**src/rtl/ula_arb_pkg.sv**
```systemverilog
// Shared types for the ULA arbiter: FSM state encoding, latched operation, default timeout.
package ula_arb_pkg;

    typedef enum logic [1:0] {
        IDLE  = 2'd0,
        ISSUE = 2'd1,
        WAIT  = 2'd2,
        RESP  = 2'd3
    } state_t;

    typedef struct packed {
        logic [15:0] a;
        logic [1:0]  reg_sel;
        logic [1:0]  instru;
    } op_t;

    localparam int DEF_TIMEOUT = 16;

endpackage

```
**src/rtl/ula_rr_pick.sv**
```systemverilog
// Round-robin picker: first set bit of req searching upward from rr_ptr+1 with wrap.
module ula_rr_pick #(
    parameter int NUM_REQ = 4,
    parameter int IDX_W   = $clog2(NUM_REQ)
) (
    input  logic [NUM_REQ-1:0] req,
    input  logic [IDX_W-1:0]   rr_ptr,
    output logic [NUM_REQ-1:0] grant,
    output logic [IDX_W-1:0]   idx,
    output logic               any
);

    always_comb begin
        logic [IDX_W-1:0] j;
        j     = '0;
        grant = '0;
        idx   = '0;
        any   = 1'b0;
        // k = NUM_REQ lands back on rr_ptr itself, so the last owner is considered last
        for (int k = 1; k <= NUM_REQ; k++) begin
            j = IDX_W'((int'(rr_ptr) + k) % NUM_REQ);
            if (!any && req[j]) begin
                any      = 1'b1;
                grant[j] = 1'b1;
                idx      = j;
            end
        end
    end

endmodule

```
**src/rtl/ula_arbiter.sv**
```systemverilog
// Round-robin arbiter sharing one ULA among NUM_REQ requesters, with a WAIT watchdog.
// Optional ULA_ARB_PRIO0_EN: requester 0 gets fixed absolute priority over the round robin.
module ula_arbiter
    import ula_arb_pkg::*;
#(
    parameter int NUM_REQ = 4,
    parameter int TIMEOUT = DEF_TIMEOUT,
    parameter int CNT_W   = 8
) (
    input  logic                  clk_ula,
    input  logic                  rst,
    input  logic [NUM_REQ-1:0]    req_valid,
    output logic [NUM_REQ-1:0]    req_ready,
    input  logic [NUM_REQ*16-1:0] req_A,
    input  logic [NUM_REQ*2-1:0]  req_reg_sel,
    input  logic [NUM_REQ*2-1:0]  req_instru,
    output logic [NUM_REQ-1:0]    rsp_valid,
    output logic [31:0]           rsp_data,
    output logic                  rsp_err,
    output logic [15:0]           A,
    output logic [1:0]            reg_sel,
    output logic [1:0]            instru,
    output logic                  valid_ula,
    input  logic [31:0]           data_out,
    input  logic                  valid_out
);

    localparam int IDX_W = $clog2(NUM_REQ);

    state_t               state_q, state_d;
    logic [IDX_W-1:0]     rr_q, rr_d, grant_q, grant_d;
    op_t                  op_q, op_d;
    logic [CNT_W-1:0]     cnt_q, cnt_d;
    logic                 valid_ula_q, valid_ula_d;
    logic [NUM_REQ-1:0]   rsp_valid_q, rsp_valid_d;
    logic [31:0]          rsp_data_q, rsp_data_d;
    logic                 rsp_err_q, rsp_err_d;

    op_t                  req_op [NUM_REQ];
    logic [NUM_REQ-1:0]   pick_req, pick_oh, win_oh;
    logic [IDX_W-1:0]     pick_idx, win_idx;
    logic                 pick_any, win_any, upd_rr;

    for (genvar g = 0; g < NUM_REQ; g++) begin : g_op
        assign req_op[g] = {req_A[16*g+15:16*g], req_reg_sel[2*g+1:2*g], req_instru[2*g+1:2*g]};
    end

    ula_rr_pick #(.NUM_REQ(NUM_REQ), .IDX_W(IDX_W)) u_pick (
        .req    (pick_req),
        .rr_ptr (rr_q),
        .grant  (pick_oh),
        .idx    (pick_idx),
        .any    (pick_any)
    );

    always_comb begin
`ifdef ULA_ARB_PRIO0_EN
        // requester 0 bypasses the rotation and leaves rr_ptr untouched
        pick_req = req_valid & ~NUM_REQ'(1);
        if (req_valid[0]) begin
            win_oh  = NUM_REQ'(1);
            win_idx = '0;
            win_any = 1'b1;
            upd_rr  = 1'b0;
        end else begin
            win_oh  = pick_oh;
            win_idx = pick_idx;
            win_any = pick_any;
            upd_rr  = 1'b1;
        end
`else
        pick_req = req_valid;
        win_oh   = pick_oh;
        win_idx  = pick_idx;
        win_any  = pick_any;
        upd_rr   = 1'b1;
`endif
    end

    always_comb begin
        state_d     = state_q;
        rr_d        = rr_q;
        grant_d     = grant_q;
        op_d        = op_q;
        cnt_d       = cnt_q;
        valid_ula_d = 1'b0;
        rsp_valid_d = '0;
        rsp_data_d  = rsp_data_q;
        rsp_err_d   = rsp_err_q;
        req_ready   = '0;
        case (state_q)
            IDLE: begin
                // ready is masked while reset is held so every output reads 0
                if (win_any && rst) begin
                    req_ready   = win_oh;
                    op_d        = req_op[win_idx];
                    grant_d     = win_idx;
                    if (upd_rr) rr_d = win_idx;
                    valid_ula_d = 1'b1;
                    state_d     = ISSUE;
                end
            end
            ISSUE: begin
                cnt_d   = '0;
                state_d = WAIT;
            end
            WAIT: begin
                cnt_d = cnt_q + 1'b1;
                if (valid_out) begin
                    rsp_data_d  = data_out;
                    rsp_err_d   = 1'b0;
                    rsp_valid_d = NUM_REQ'(1) << grant_q;
                    state_d     = RESP;
                end else if (cnt_q == CNT_W'(TIMEOUT - 1)) begin
                    rsp_data_d  = '0;
                    rsp_err_d   = 1'b1;
                    rsp_valid_d = NUM_REQ'(1) << grant_q;
                    state_d     = RESP;
                end
            end
            RESP: state_d = IDLE;
            default: state_d = IDLE;
        endcase
    end

    always_ff @(posedge clk_ula or negedge rst) begin
        if (!rst) begin
            state_q     <= IDLE;
            rr_q        <= IDX_W'(NUM_REQ - 1);
            grant_q     <= '0;
            op_q        <= '0;
            cnt_q       <= '0;
            valid_ula_q <= 1'b0;
            rsp_valid_q <= '0;
            rsp_data_q  <= '0;
            rsp_err_q   <= 1'b0;
        end else begin
            state_q     <= state_d;
            rr_q        <= rr_d;
            grant_q     <= grant_d;
            op_q        <= op_d;
            cnt_q       <= cnt_d;
            valid_ula_q <= valid_ula_d;
            rsp_valid_q <= rsp_valid_d;
            rsp_data_q  <= rsp_data_d;
            rsp_err_q   <= rsp_err_d;
        end
    end

    assign A         = op_q.a;
    assign reg_sel   = op_q.reg_sel;
    assign instru    = op_q.instru;
    assign valid_ula = valid_ula_q;
    assign rsp_valid = rsp_valid_q;
    assign rsp_data  = rsp_data_q;
    assign rsp_err   = rsp_err_q;

endmodule
```
**config.mk**
```make
export PLATFORM = sky130hd
export DESIGN_NAME = ula_arbiter
export DESIGN_NICKNAME = d
export VERILOG_FILES = /design/src/rtl/ula_arb_pkg.sv /design/src/rtl/ula_rr_pick.sv /design/src/rtl/ula_arbiter.sv
export SDC_FILE = /design/constraint.sdc
export NUM_CORES = 1
export LEC_CHECK = 0
export BUFFER_PORTS_ARGS = -buffer_cell sky130_fd_sc_hd__buf_2
export CORE_ASPECT_RATIO = 0.5
export CORE_MARGIN = 2
export CORE_UTILIZATION = 44
export CTS_CLUSTER_DIAMETER = 40
export DETAILED_ROUTE_END_ITERATION = 6
export HOLD_SLACK_MARGIN = 0.1
export PLACE_DENSITY = 0.78
export SKIP_CTS_REPAIR_TIMING = 1
export SLEW_MARGIN = 30
export SYNTH_ARGS = -nofsm -noshare
export SYNTH_HDL_FRONTEND = slang
export SYNTH_SLANG_ARGS = --single-unit
```
**constraint.sdc**
```tcl
create_clock -name clk_ula -period 3.4 [get_ports clk_ula]
set_input_delay 0.51 -clock clk_ula [delete_from_list [all_inputs] [get_ports clk_ula]]
set_output_delay 0.51 -clock clk_ula [all_outputs]
set_load 0.005 [all_outputs]
```
==> metrics.log <==
INFO  metric actual_transition_at_the_worst_max_transition_pin = around 670 ps
INFO  metric routed_wire_length_per_instance = roughly 16 µm
INFO  metric clockBufferDepth = 2
INFO  metric syn-cell-area = ~0.0042 mm²
INFO  metric irDropWorstVdd = 0.6204 mV
INFO  metric setup-violations-final = 0
INFO  metric cell_with_the_largest_stage_delay_on_the_worst_path = sky130_fd_sc_hd__mux4_2
INFO  metric yosys_register_bits = between 70 and 80
INFO  metric h-tree-depth = 3
INFO  metric synth.area.mux_share = slightly below 4%
INFO  metric clk-insertion-delay-late = roughly 330 ps
INFO  metric first_pass_iters = 5
INFO  metric post-route-util = about three fifths
INFO  metric rr_worst_depth = 9
INFO  metric synthDominantCellAreaShare = a little over two fifths
INFO  metric diodes_inserted = 0
INFO  metric cts_made_buffers = 9
INFO  metric synth_top_cells_by_count = sky130_fd_sc_hd__dfrtp_1 (70), sky130_fd_sc_hd__and3_1 (40), sky130_fd_sc_hd__nand2_1 (38)
INFO  metric grt_antenna_before_repair = 0
INFO  metric initialDrtViolationCount = 198
INFO  metric synth.largest_area_cell = sky130_fd_sc_hd__dfrtp_1
INFO  metric max_cap_viol_count = 0
INFO  metric grt_max_degree = 73
INFO  metric timing.critical_path.from_type = flop
INFO  metric finalHoldViolations = 0
INFO  metric timing.slew.headroom = between 50% and 60%
INFO  metric die_area = between 0.01 and 0.015 mm²
INFO  metric routed-via-count = between 3000 and 4000
INFO  metric routed_wl = around 11 mm
INFO  metric totalNegativeSetupSlack = 0 ps
INFO  metric most_common_flop_cell_mapped_by_yosys = sky130_fd_sc_hd__dfrtp_1
INFO  metric layout_worst_path_cycle_share = 95.66%
INFO  metric yosysWarningCount = 0
INFO  metric post-synth-top-count-cell = sky130_fd_sc_hd__dfrtp_1
INFO  metric row_count = 25
INFO  metric syn-instance-count = just under 400
INFO  metric worst-endpoint-required = 2890 ps
INFO  metric grt_usage = a little over a fifth
INFO  metric cts.reportedPaths.clkPinSlew = about 60 ps
INFO  metric clock.fmax = roughly 0.31 GHz
INFO  metric final_weighted_congestion_in_routability_driven_placement = 0.8231
INFO  metric critical-path-max-stage-delay = approximately 580 ps
INFO  metric path_max_fanout = 7
INFO  metric critPathCaptureType = output port
INFO  metric synth-compound-area-share = between 20% and 30%
INFO  metric syn_avg_cell_area = about 11 µm²
INFO  metric io_buffer_count = 180
INFO  metric initial_utilization = between 40% and 50%
INFO  metric post_synth_num_cell_types = 46
INFO  metric final-max-slew-violation-count = 0
INFO  metric powerDensity = 1082 mW/mm²
INFO  metric cts_num_sinks = 72
INFO  metric postSynth.asyncResetShare = between 90% and 100%
INFO  metric fin_worst_skew = 4.876 ps
INFO  metric min_period = between 3000 and 4000 ps
INFO  metric worstPathArrival = ~2700 ps
INFO  metric synthTopCellsByArea = sky130_fd_sc_hd__dfrtp_1 (42%), sky130_fd_sc_hd__a221oi_2 (8.6%), sky130_fd_sc_hd__a22o_1 (7.1%)
INFO  metric run_status = completed
INFO  metric synth_nets = 516
INFO  metric drt_drc_violations_left = 0
INFO  metric criticalPathCategory = flop to output port
INFO  metric first_global_vias = between 3000 and 4000
INFO  metric grt_first_pass_wirelength = 17.09 mm
INFO  metric antenna_left = 0
INFO  metric io-pin-count = around 180
INFO  metric finish.net_count = 686
INFO  metric fraction_of_the_mapped_netlist_area_in_adder_cells = around 3.3%
INFO  metric crit_path_cell_trace = inv_1, ha_4, mux4_2, or4_4, nand3_4, nor2_1, buf_2
INFO  metric ctsRootBufferMaster = sky130_fd_sc_hd__clkbuf_16
INFO  metric drive_above_1_share = 47.59%
INFO  metric p_leak = between 2 and 3 nW
INFO  metric min_delay_worst_type = input pin to asynchronous set/reset pin
INFO  metric rsz0062_at_grt = no
INFO  metric die-height = approximately 73 µm
INFO  metric globalRoute.totalOverflow = 0
INFO  metric post_dp_hpwl = 7.578 mm
INFO  metric core = 0.009353 mm²
INFO  metric tritoncts = done
INFO  metric die_w = 142.1 µm
INFO  metric synth.yosys.seq_area_share = between 40% and 50%
INFO  metric drt-vias-per-instance = ~5.6
INFO  metric synth-edff-count = 0
INFO  metric flow.area_growth_from_synthesis = 33.03%
INFO  metric dominant_combinational_cell_family_by_area_after_synthesis = compound AO/OA/AOI/OAI gates
INFO  metric xor_xnor_portion_of_the_synthesized_cell_area = 0%
INFO  metric basic_gate_share_of_the_synthesized_area_counting_and_or_nand_and_nor_cells = about 14%
## cells in the final DEF (no fill, tap or decap), types with 2 or more instances in the layout
master,Yosys,routed
sky130_fd_sc_hd__a21oi_1,6,6
sky130_fd_sc_hd__a221oi_1,18,17
sky130_fd_sc_hd__a221oi_2,24,25
sky130_fd_sc_hd__a22o_1,34,34
sky130_fd_sc_hd__a22oi_1,5,5
sky130_fd_sc_hd__and2_1,2,2
sky130_fd_sc_hd__and3_1,40,40
sky130_fd_sc_hd__buf_12,0,3
sky130_fd_sc_hd__buf_2,8,179
sky130_fd_sc_hd__buf_4,0,15
sky130_fd_sc_hd__clkbuf_16,0,9
sky130_fd_sc_hd__dfrtp_1,70,70
sky130_fd_sc_hd__dfstp_2,2,2
sky130_fd_sc_hd__ha_1,11,10
sky130_fd_sc_hd__inv_1,11,11
sky130_fd_sc_hd__inv_6,0,3
sky130_fd_sc_hd__mux2i_1,5,5
sky130_fd_sc_hd__mux4_2,3,3
sky130_fd_sc_hd__nand2_1,38,37
sky130_fd_sc_hd__nand3_1,6,5
sky130_fd_sc_hd__nor2_1,20,20
sky130_fd_sc_hd__nor3_1,2,2
sky130_fd_sc_hd__nor3b_1,2,2
sky130_fd_sc_hd__o21ai_0,7,7
sky130_fd_sc_hd__o31ai_1,11,11
sky130_fd_sc_hd__o31ai_2,10,10
sky130_fd_sc_hd__or3b_2,2,2
## worst paths after layout
path,slack (ps),endpoint,from
max,150,req_ready[1],rr_q[0]
min,330,reg_sel[1],rst
max reg2reg,300,A[6],rr_q[0]
min reg2reg,480,A[14],A[14]
max in group asynchronous,2630,rsp_data[11],rst
min in group clk_ula,390,rsp_data[22],data_out[22]
## cells by family (layout without fill, tap and decap cells)
kind of cell,after synthesis,after routing
simple gates,117,117
fa+ha+maj,11,11
buf+inv,50,225
compound gates,125,125
mux,11,11
flops,72,72
## report_power, final
part | total [W] | internal [W] | leakage [nW] | switching [W]
combinational | 0.00366 | 0.00163 | 1.78 | 0.00203
clock | 0.000954 | 0.000575 | 0.147 | 0.000379
sequential | 0.00142 | 0.00123 | 0.908 | 0.000192
total | 0.00604 | 0.00343 | 2.83 | 0.00260
## sequential cells by signal, summed over array words and instances, names as in the netlist
signal / cells
grant_q: 2
cnt_q: 8
rsp_err: 1
valid_ula: 1
state_q: 2
A: 16
rr_q: 2
instru: 2
rsp_valid: 4
rsp_data: 32
reg_sel: 2
## metal layers
metal	track usage, %	vias to the layer above	wire, µm
met4	8.444	0	195
met5	0	-	0
met3	5.118	18	498
met1	26.56	1819	4909
li1	-	1832	-
met2	34.68	122	5300
## through the flow
stage | instance area, µm² | hold WS, ps | total power [W] | cells | worst slack, ps
CTS | 5530 | 380.6 | 0.005996 | 680 | -10.38
detailed placement | 5228 | 466.5 | 0.005014 | 664 | 254.0
global placement | 5228 | 456.9 | 0.004950 | 664 | 295.1
floorplan | 4198 | 214.4 | 0.004048 | 386 | 0.9652
global route | 5579 | 378.1 | 0.006467 | 682 | 12.51
finish | 5579 | 331.1 | 0.006035 | 682 | 147.4
## worst max-delay path, delay by kind of cell (launching register included)
family / cells / cell delay [ps]
multiplexers: 1 / 580
adder cells (fa/ha/maj): 1 / 300
AND/OR/NAND/NOR: 3 / 750
flip-flops: 1 / 530
buffers and inverters: 2 / 250
## cell type report
| type | instances | area (µm²) |
|---|---|---|
| clock buffer | 9 | 225.2 |
| clock inverter | 7 | 77.57 |
| fill | 784 | 3774 |
| inverter | 11 | 41.29 |
| multi-input combinational | 264 | 2200 |
| sequential | 72 | 1804 |
| tap | 121 | 151.4 |
| timing repair buffer | 198 | 1080 |
Power figures use the tool's default switching activity.
